`config.mk`:
```
export PLATFORM = sky130hd
export DESIGN_NAME = vga_address_decoder_flat
export DESIGN_NICKNAME = d
export VERILOG_FILES = /design/src/rtl/vga_address_decoder_if.sv /design/src/rtl/vga_address_decoder.sv /design/src/flat_wrapper.sv
export SDC_FILE = /design/constraint.sdc
export NUM_CORES = 1
export LEC_CHECK = 0
export CAP_MARGIN = 20
export CORE_ASPECT_RATIO = 1.75
export CORE_MARGIN = 2
export CORE_UTILIZATION = 32
export CTS_CLUSTER_DIAMETER = 120
export DETAILED_ROUTE_END_ITERATION = 10
export PLACE_DENSITY = 0.49
export SLEW_MARGIN = 20
export SYNTH_ARGS = -nofsm -noshare
export SYNTH_HDL_FRONTEND = slang
export SYNTH_SLANG_ARGS = --single-unit
```
`constraint.sdc`:
```
create_clock -name clock -period 4 [get_ports clock]
set_input_delay 1 -clock clock [delete_from_list [all_inputs] [get_ports clock]]
set_output_delay 1 -clock clock [all_outputs]
set_load 0.02 [all_outputs]
```
`src/rtl/vga_address_decoder_if.sv`:
```
// Request/response bus for the address-to-coordinate decoder.
// Widths follow the same RESOLUTION selection as the decoder itself.
interface vga_address_decoder_if #(
    parameter string RESOLUTION = "640x480"
);
    localparam bit IS_QVGA = (RESOLUTION == "320x240");
    localparam int XW = IS_QVGA ? 9 : 10;
    localparam int YW = IS_QVGA ? 8 : 9;
    localparam int AW = IS_QVGA ? 17 : 19;

    logic [AW-1:0] mem_address;
    logic          in_valid;
    logic          in_ready;
    logic [XW-1:0] x;
    logic [YW-1:0] y;
    logic          err;
    logic          out_valid;
    logic          out_ready;

    modport master (
        output mem_address, in_valid, out_ready,
        input  in_ready, x, y, err, out_valid
    );

    modport slave (
        input  mem_address, in_valid, out_ready,
        output in_ready, x, y, err, out_valid
    );
endinterface

```
`src/rtl/vga_address_decoder.sv`:
```
// Converts a linear frame-buffer address back to (x,y) using a restoring
// divider that resolves one quotient bit per clock.
module vga_address_decoder #(
    parameter string RESOLUTION = "640x480"
) (
    input  logic                  clock,
    input  logic                  reset,
    vga_address_decoder_if.slave  bus
);
    localparam bit IS_QVGA = (RESOLUTION == "320x240");
    localparam int WIDTH   = IS_QVGA ? 320 : 640;
    localparam int HEIGHT  = IS_QVGA ? 240 : 480;
    localparam int XW      = IS_QVGA ? 9 : 10;
    localparam int YW      = IS_QVGA ? 8 : 9;
    localparam int AW      = IS_QVGA ? 17 : 19;
    localparam int TOTAL   = WIDTH * HEIGHT;
    localparam int KW      = $clog2(YW);

    typedef enum logic [1:0] {
        IDLE = 2'd0,
        BUSY = 2'd1,
        DONE = 2'd2
    } state_t;

    state_t state;
    state_t state_next;

    logic [AW-1:0] rem;
    logic [YW-1:0] quot;
    logic [KW-1:0] k;
    logic [XW-1:0] x_reg;
    logic [YW-1:0] y_reg;
    logic          err_reg;

    logic          addr_err;
    logic [AW:0]   divisor;
    logic          ge;
    logic [AW-1:0] diff;
    logic [AW-1:0] rem_next;
    logic [YW-1:0] quot_next;

    // Operands are widened by one bit so every compare stays unsigned.
    assign addr_err  = {1'b0, bus.mem_address} >= (AW+1)'(TOTAL);
    assign divisor   = (AW+1)'(WIDTH) << k;
    assign ge        = {1'b0, rem} >= divisor;
    assign diff      = rem - divisor[AW-1:0];
    assign rem_next  = ge ? diff : rem;

    always_comb begin
        quot_next = quot;
        if (ge) begin
            quot_next[k] = 1'b1;
        end
    end

    always_ff @(posedge clock) begin
        if (reset) begin
            state <= IDLE;
        end else begin
            state <= state_next;
        end
    end

    always_comb begin
        state_next = state;
        case (state)
            IDLE: begin
                if (bus.in_valid) begin
                    state_next = addr_err ? DONE : BUSY;
                end
            end
            BUSY: begin
                if (k == '0) begin
                    state_next = DONE;
                end
            end
            DONE: begin
                if (bus.out_ready) begin
                    state_next = IDLE;
                end
            end
            default: state_next = IDLE;
        endcase
    end

    always_comb begin
        bus.in_ready  = 1'b0;
        bus.out_valid = 1'b0;
        case (state)
            IDLE:    bus.in_ready  = 1'b1;
            DONE:    bus.out_valid = 1'b1;
            default: ;
        endcase
    end

    // Out-of-range addresses skip the divider and report err immediately.
    always_ff @(posedge clock) begin
        if (reset) begin
            rem     <= '0;
            quot    <= '0;
            k       <= '0;
            x_reg   <= '0;
            y_reg   <= '0;
            err_reg <= 1'b0;
        end else begin
            case (state)
                IDLE: begin
                    if (bus.in_valid) begin
                        if (addr_err) begin
                            err_reg <= 1'b1;
                            x_reg   <= '0;
                            y_reg   <= '0;
                        end else begin
                            rem     <= bus.mem_address;
                            quot    <= '0;
                            k       <= KW'(YW-1);
                            err_reg <= 1'b0;
                        end
                    end
                end
                BUSY: begin
                    rem  <= rem_next;
                    quot <= quot_next;
                    if (k == '0) begin
                        x_reg <= rem_next[XW-1:0];
                        y_reg <= quot_next;
                    end else begin
                        k <= k - 1'b1;
                    end
                end
                default: ;
            endcase
        end
    end

    assign bus.x   = x_reg;
    assign bus.y   = y_reg;
    assign bus.err = err_reg;
endmodule

```
`src/flat_wrapper.sv`:
```
// flat-port wrapper written by rule: the top's interface ports become plain ports
module vga_address_decoder_flat 
#(
    parameter string RESOLUTION = "       "
)
  (clock, reset, bus_mem_address, bus_in_valid, bus_out_ready, bus_in_ready, bus_x, bus_y, bus_err, bus_out_valid);
  vga_address_decoder_if #(.RESOLUTION(RESOLUTION)) bus_i ();
  input  logic clock;
  input  logic reset;
  input wire logic [$bits(bus_i.mem_address)-1:0] bus_mem_address;
  input wire logic [$bits(bus_i.in_valid)-1:0] bus_in_valid;
  input wire logic [$bits(bus_i.out_ready)-1:0] bus_out_ready;
  output wire logic [$bits(bus_i.in_ready)-1:0] bus_in_ready;
  output wire logic [$bits(bus_i.x)-1:0] bus_x;
  output wire logic [$bits(bus_i.y)-1:0] bus_y;
  output wire logic [$bits(bus_i.err)-1:0] bus_err;
  output wire logic [$bits(bus_i.out_valid)-1:0] bus_out_valid;
  assign bus_i.mem_address = bus_mem_address;
  assign bus_i.in_valid = bus_in_valid;
  assign bus_i.out_ready = bus_out_ready;
  assign bus_in_ready = bus_i.in_ready;
  assign bus_x = bus_i.x;
  assign bus_y = bus_i.y;
  assign bus_err = bus_i.err;
  assign bus_out_valid = bus_i.out_valid;
  vga_address_decoder #(.RESOLUTION(RESOLUTION)) u_core (.clock(clock), .reset(reset), .bus(bus_i));
endmodule
```
==> results.txt, run 1 <==
Data on the critical path is required at its endpoint by 4.15 ns. The headroom to the max-slew limit came out at 55.5%. TritonCTS built the clock tree. The number of sinks driven by the clock tree is 54. The clock skew came out at 0.00361 ns. The per-cell routed wire length is 16.5 µm. The detailed-placement wirelength estimate is 6290 µm.

The number of max-capacitance violations reported came out at 0. The final period demand of the worst path came out at 3.36 ns. STA classifies the critical path startpoint as a register. The overall die width came out at 75.0 µm. Of the post-synthesis cell area, the dominant cell type holds 38.3%.

The initial core utilization is 32.8%. After floorplanning, the core was sized to cover 8610 µm². The detailed-routing iteration count for the pre-antenna-repair pass is 4. The chip height came out at 128 µm. The final cycle utilization of the critical path came out at 84.0%. The routability congestion estimate from global placement is 0.831. The number of hold-repair buffers added at the cts stage is 0.

The number of nets with antenna violations after routing came out at 0. The pin count of the biggest net entering global routing is 32. The area enclosed by the die boundary came out at 9630 µm². Setup repair after global routing left no endpoint under its margin. The final setup violation count is 0. In this run the static leakage power is 1.30 nW. The maximum buffer depth of the clock tree is 2. The gate count of the mapped netlist is 350. The detailed-routing wirelength on met1 is 3300 µm.

Adding up every negative setup slack in the final design gives 0 ns. The initial DRC count is 146. The count of flip-flops with a built-in enable after synthesis came out at 0. The run finished with clean final reports. The number of inserted diodes is 0. The buffer type at the clock tree root is clkbuf_16.

In the post-synthesis netlist, the biggest area contributors are dfxtp_1, a21oi_1, ha_1. The count of buffers added on input and output ports is 44. The data arrival time of the worst path is 3.51 ns. The number of global-route vias before repair came to 2679. The stage delay of the slowest cell on the critical path came out at 0.40 ns.

The via count is 2687. The top routing layer in use is met4. The CTS buffer count came out at 5. The most frequent standard cell in the layout excluding fill and tap cells is dfxtp_1. The largest vdd supply drop came out at 0.354 mV. In this run the worst hold path is classified as reg -> reg. The number of pins exceeding their max-slew limit in the final report is 0. The total of cells resized after clock tree synthesis is 0. The first global-routing pass estimated 13400 µm of wire. For this design, the slowest cell found on the critical path is o21ai_1. Traced cell by cell, the critical path runs through inv_1 > ha_1 > and2_1 > inv_1 > ha_1 > o211ai_1 > a21oi_2 > o21ai_1 > a311oi_4 > or2_2 > nor2_1 > a2111oi_2. The boundary pin count came out at 45. The total standard cell area after synthesis is 2830 µm². The number of antenna violations at the first check in global routing came out at 0. Setup slack on the critical path of the routed design comes to 0.640 ns.

For this run the aggregate overflow at the end of global routing stands at 0. The top cell types in the final layout, fill and taps aside, are dfxtp_1, nand2_1, a21oi_1, nor2_1, clkdlybuf4s50_1. The most used flip-flop cell after synthesis is dfxtp_1.

The routed wire length on met2 came out at 4560 µm. For this run, the top clock speed supported by timing is 298 MHz. Buffers added to address setup during post-CTS repair amount to 0. The total length of routed wires came out at 8440 µm. The remaining design rule violation count came out at 0.

The number of hold violations in the final report came to 0. Averaged over all synthesized cells, the footprint is 8.07 µm². The netlist uses 50 different library cells. The combined global-route utilization of all metal layers is 18.4%. The maximum fanout count along the critical path came out at 8. The share of synthesized area occupied by flip-flops and latches came out at 38.3%. The register bit total from synthesis came out at 54. The kind of end point of the critical path is a register. Summing all non-filler instances in the final layout gives an area of 3570 µm². The worst setup timing slack at the placement stage came out at 0.622 ns. The final net count is 434. The post-synthesis cell type with the largest combined area is dfxtp_1. The amount of wire on met3 after detailed routing came out at 380 µm. The initialized floorplan defines 45 standard-cell rows. The synthesized net count came out at 390. For this design the ratio of total power to cell area is 446 nW/µm². The cell area after placement is 3410 µm². During synthesis, Yosys emitted a total of 0 warnings.

The path type of the worst setup path is reg -> reg. The average vias per placed instance is 5.25. After synthesis, the share of flip-flops with an asynchronous set or reset is 0%. The clock transition at the registers of the reported paths came out at 0.07 ns. The clock latency on the worst-skew pair came out at 0.30 ns. The fraction of layout cells with a size suffix above 1 is 7.85%. At the pin with the least slew margin, the transition time is 0.667 ns.

The deepest level of the CTS H-tree came out at 2. The relative area change from synthesis to final layout is 26.3%. The number of flip-flops under the largest register name came out at 19.
-- cell usage after synthesis, types with 5 or more instances --
cell and count:
a21oi_1 44, a22oi_1 11, a31oi_1 5, a32oi_1 7, clkbuf_1 14, dfxtp_1 54
ha_1 17, inv_1 7, nand2_1 47, nand3_1 10, nor2_1 44, nor2b_1 9
nor3_1 9, o21ai_0 11, xor2_1 5
-- power breakdown --
part | switching (W) | internal (W)
registers | 0.0000305 | 0.000570
clock network | 0.000216 | 0.000257
logic | 0.000307 | 0.000212
-- cell type report --
| type | count | area (µm²) |
|---|---|---|
| well taps | 117 | 146 |
| inverters | 7 | 26.3 |
| fillers | 898 | 5050 |
| multi-input cells | 272 | 1640 |
| flip-flops and latches | 54 | 1080 |
| clock inverters | 2 | 20.0 |
| repair buffers | 54 | 510 |
| clock buffers | 6 | 139 |
-- logic make-up (layout without fill, tap and decap cells) --
logic type               count (synthesis)  in the layout  synth area share, %
flip-flops                              54             54                 38.3
AND/OR/NAND/NOR                        140            140                 22.3
adder cells (fa/ha/maj)                 17             17                 7.53
XOR/XNOR                                 7              7                 2.17
AO/OA/AOI/OAI                          106            106                 25.5
buffers and inverters                   24             69                 3.54
multiplexers                             2              2                0.709
-- per-layer routing --
| layer | GRT usage [%] | vias to the layer above |
|---|---|---|
| li1 | - | 1342 |
| met1 | 20.2 | 1265 |
| met2 | 33.4 | 68 |
| met5 | 0 | - |
| met4 | 7.67 | 0 |
| met3 | 3.14 | 12 |
-- stage by stage --
step / util (%) / power, W / cells / hold slack (ns)
after floorplan: - / 0.000970 / 350 / 0.437
after global placement: 39.6 / 0.00113 / 504 / 0.444
after detailed placement: 39.6 / 0.00113 / 504 / 0.451
after CTS: 41.4 / 0.00161 / 512 / 0.462
after global routing: 41.4 / 0.00168 / 512 / 0.473
final: 41.4 / 0.00159 / 512 / 0.462
-- critical path: cells and delay by family, from the launching register on --
kind,cells,cell delay [ns]
DFF,1,0.38
AOI/OAI and AO/OA,5,1.09
and+or+nand+nor,3,0.77
adders and majority gates,2,0.64
buffers and inverters,2,0.32
-- final timing paths --
kind	from	cells after the start	end	slack, ns
worst min-delay path	u_core.rem[0]	2	u_core.rem[0]	0.46
worst max-delay path	u_core.k[0]	12	u_core.rem[12]	0.64
worst min register to register	u_core.rem[0]	2	u_core.rem[0]	0.46
worst max register to register	u_core.k[0]	12	u_core.rem[12]	0.64
(Power assumes the default switching activity.)
==> run 2, diff against run 1 <==
--- a/config.mk
+++ b/config.mk
@@ -11,7 +11,7 @@
 export CORE_UTILIZATION = 32
 export CTS_CLUSTER_DIAMETER = 120
 export DETAILED_ROUTE_END_ITERATION = 10
-export PLACE_DENSITY = 0.49
+export PLACE_DENSITY = 0.51
 export SLEW_MARGIN = 20
 export SYNTH_ARGS = -nofsm -noshare
 export SYNTH_HDL_FRONTEND = slang
==> constraint.sdc (replaced) <==
create_clock -name clock -period 2.9 [get_ports clock]
set_input_delay 0.725 -clock clock [delete_from_list [all_inputs] [get_ports clock]]
set_output_delay 0.725 -clock clock [all_outputs]
set_load 0.02 [all_outputs]
==> results.txt, run 2 (synthesis gave the netlist of run 1 again) <==
The signal on the critical path passes through inv_2 > ha_2 > mux2i_1 > or2_2 > ha_4 > nand3_1 > nand2_1 > o21ai_2 > buf_4 > a311oi_4 > or2_4 > nor2_1 > a2111oi_2. Counting the fill cells in the layout gives 885. The floorplan step set the die width to 75.0 µm. For this design, the slowest cell found on the critical path is dfxtp_2.

The clock transition at the registers of the reported paths came out at 0.07 ns. The final period demand of the worst path is 2.75 ns. The floorplan step set the die height to 128 µm. The final net count came out at 462. The number of global-route vias before repair is 2868. Clock tree synthesis found a total of 54 sinks. The buffer type at the clock tree root is clkbuf_16. The initial DRC count is 159. The final standard cell utilization of the core is 45.1%. The maximum clock frequency is 364 MHz. The initial core utilization is 32.8%. The number of hold violations in the final report was 0. Of the available clock period, the critical path in the final layout requires 94.7%. In this run the power density over the cells is 609 nW/µm². The depth of the worst register-to-register path came out at 13.

The detailed-routing iteration count for the pre-antenna-repair pass is 4. Counting instances, the worst hold path has a depth of 2. The worst register-to-register path ends at u_core.rem[12]. The run finished with clean final reports. In this run the worst setup path begins at u_core.k[0]. In the routed design, unresolved DRC markers number 0.

The number of max-capacitance violations reported is 0. Wires add up to 8450 µm. Setup violations remaining at the end of the flow were counted as 0.

STA classifies the critical path startpoint as a register. The critical path runs through a total of 13 cells. Cells with a size suffix above 1 make up 17.3% of the layout. The die covers 9630 µm². The number of pins exceeding their max-slew limit in the final report was 0. In this run the critical register-to-register path is launched from u_core.k[0]. The boundary pin count came out at 45. In this run the worst setup path terminates at u_core.rem[12].

The core area came out at 8610 µm². The maximum fanout count along the critical path came out at 5. After routing the design area is 3890 µm². The final hold slack came out at 0.457 ns. The number of nets with antenna violations after routing came out at 0. The deepest level of the CTS H-tree came out at 2.

In this run the core area contains 45 standard-cell rows. The total congestion overflow after global routing came out at 0. The detailed-placement wirelength estimate is 6450 µm. The number of inserted diodes came out at 0. TritonCTS built the clock tree. The stage delay of the slowest cell on the critical path came out at 0.34 ns. Together, buffers and inverters on the worst path number 2. The first global-routing pass estimated 13700 µm of wire. The clock skew is 0.00358 ns. The most frequent standard cell in the layout excluding fill and tap cells is dfxtp_1. STA puts the critical path data arrival time at 2.94 ns.

The average vias per placed instance is 5.13. The top cell types in the final layout, fill and taps aside, are dfxtp_1, nand2_1, a21oi_1, nor2_1, clkdlybuf4s50_1. The maximum buffer depth of the clock tree is 2. The worst-margin pin slew is 0.663 ns. The routability congestion estimate from global placement came out at 0.863. The combined global-route utilization of all metal layers is 18.8%.

The worst min-delay path category is reg -> reg. In this design, the largest share of critical-path delay is due to simple AND/OR/NAND/NOR gates. The cell area after placement came out at 3610 µm².

The leakage component of the power is 1.45 nW. The data required time of the critical path came out at 3.09 ns. The register area came out at 1080 µm². Summing all multi-input logic gate instances after layout gives 1720 µm². The CTS buffer count came out at 5.

Hold repair after CTS inserted 0 buffers. The via count came out at 2768. The reg2reg setup slack came out at 0.15 ns. Headroom to the max-slew limit came out at 55.8%. The number of flip-flops under the largest register name came out at 19.

STA classifies the critical path endpoint as a register. The number of input and output port buffers inserted came out at 44. The critical path in this run is classified as reg -> reg. In the final routed layout, each cell accounts on average for 15.6 µm. Compared with the post-synthesis result, the final layout area differs by 37.6%.

The pin count of the biggest net entering global routing came out at 36. For the worst-skew pair, the clock arrives at the later sink with an insertion delay of 0.30 ns. The worst-case IR drop observed on VDD is 0.324 mV. The number of antenna violations at the first check in global routing was 0.
## run 2: cell types whose count changed in the layout (fill, tap and decap cells not counted), sizes merged
cell,delta
clkinvlp,+1
inv,-2
buf,+27
clkbuf,+1
bufinv,+1
## run 2: what timing repair did
item | CTS | global route
resized for setup | 0 | 22
endpoints found under the setup margin | 0 | 17
buffers inserted | 0 | 3
## run 2: worst reg2reg max path, cell delays in order (launching register included)
cell	delay [ns]
dfxtp_2	0.34
inv_2	0.10
ha_2	0.20
mux2i_1	0.08
or2_2	0.32
ha_4	0.30
nand3_1	0.06
nand2_1	0.16
o21ai_2	0.08
buf_4	0.15
a311oi_4	0.30
or2_4	0.21
nor2_1	0.06
a2111oi_2	0.28
## run 2: cell type report
cell class | instances | share of cell area (%)
flip-flops and latches | 54 | 27.9
inverters | 7 | 0.676
repair buffers | 82 | 19.0
multi-input cells | 272 | 44.3
clock buffers | 6 | 3.31
clock inverters | 2 | 0.965
well taps | 117 | 3.76
## run 2: power by group
part / switching, W / internal, W / leakage, nW
logic: 0.000459 / 0.000395 / 0.928
registers: 0.0000399 / 0.000787 / 0.441
clock network: 0.000279 / 0.000408 / 0.0771
total: 0.000778 / 0.00159 / 1.45
## run 2: worst min-delay path by stage
stage	startpoint	slack, ns	endpoint
floorplan	u_core.quot[1]	0.44	u_core.quot[1]
global placement	u_core.bus.y[8]	0.44	u_core.bus.y[8]
detailed placement	u_core.rem[6]	0.45	u_core.rem[6]
CTS	u_core.rem[6]	0.46	u_core.rem[6]
global route	u_core.bus.y[8]	0.48	u_core.bus.y[8]
finish	u_core.bus.y[6]	0.46	u_core.bus.y[6]
## run 2: metrics by stage
stage,total power (W),std cells,TNS [ns],setup WS (ns)
after floorplan,0.00134,350,0,0.000902
after global placement,0.00166,529,0,0.0528
after detailed placement,0.00166,529,0,0.0381
after CTS,0.00235,537,0,0.0117
after global routing,0.00252,540,-0.00595,-0.00416
final,0.00237,540,0,0.153
## run 2: per-layer routing
metal,global-route usage [%],part of all wire (%),up-vias
met3,2.83,3.2,16
met5,0,0,-
met1,20.1,39,1303
met4,9.03,3.3,0
met2,34.3,55,52
li1,-,-,1397
==> run 3, diff against run 2 <==
--- a/config.mk
+++ b/config.mk
@@ -5,7 +5,6 @@
 export SDC_FILE = /design/constraint.sdc
 export NUM_CORES = 1
 export LEC_CHECK = 0
-export CAP_MARGIN = 20
 export CORE_ASPECT_RATIO = 1.75
 export CORE_MARGIN = 2
 export CORE_UTILIZATION = 32
==> results of run 3 <==
Final layout, timing and power as in run 2 (identical DEF).
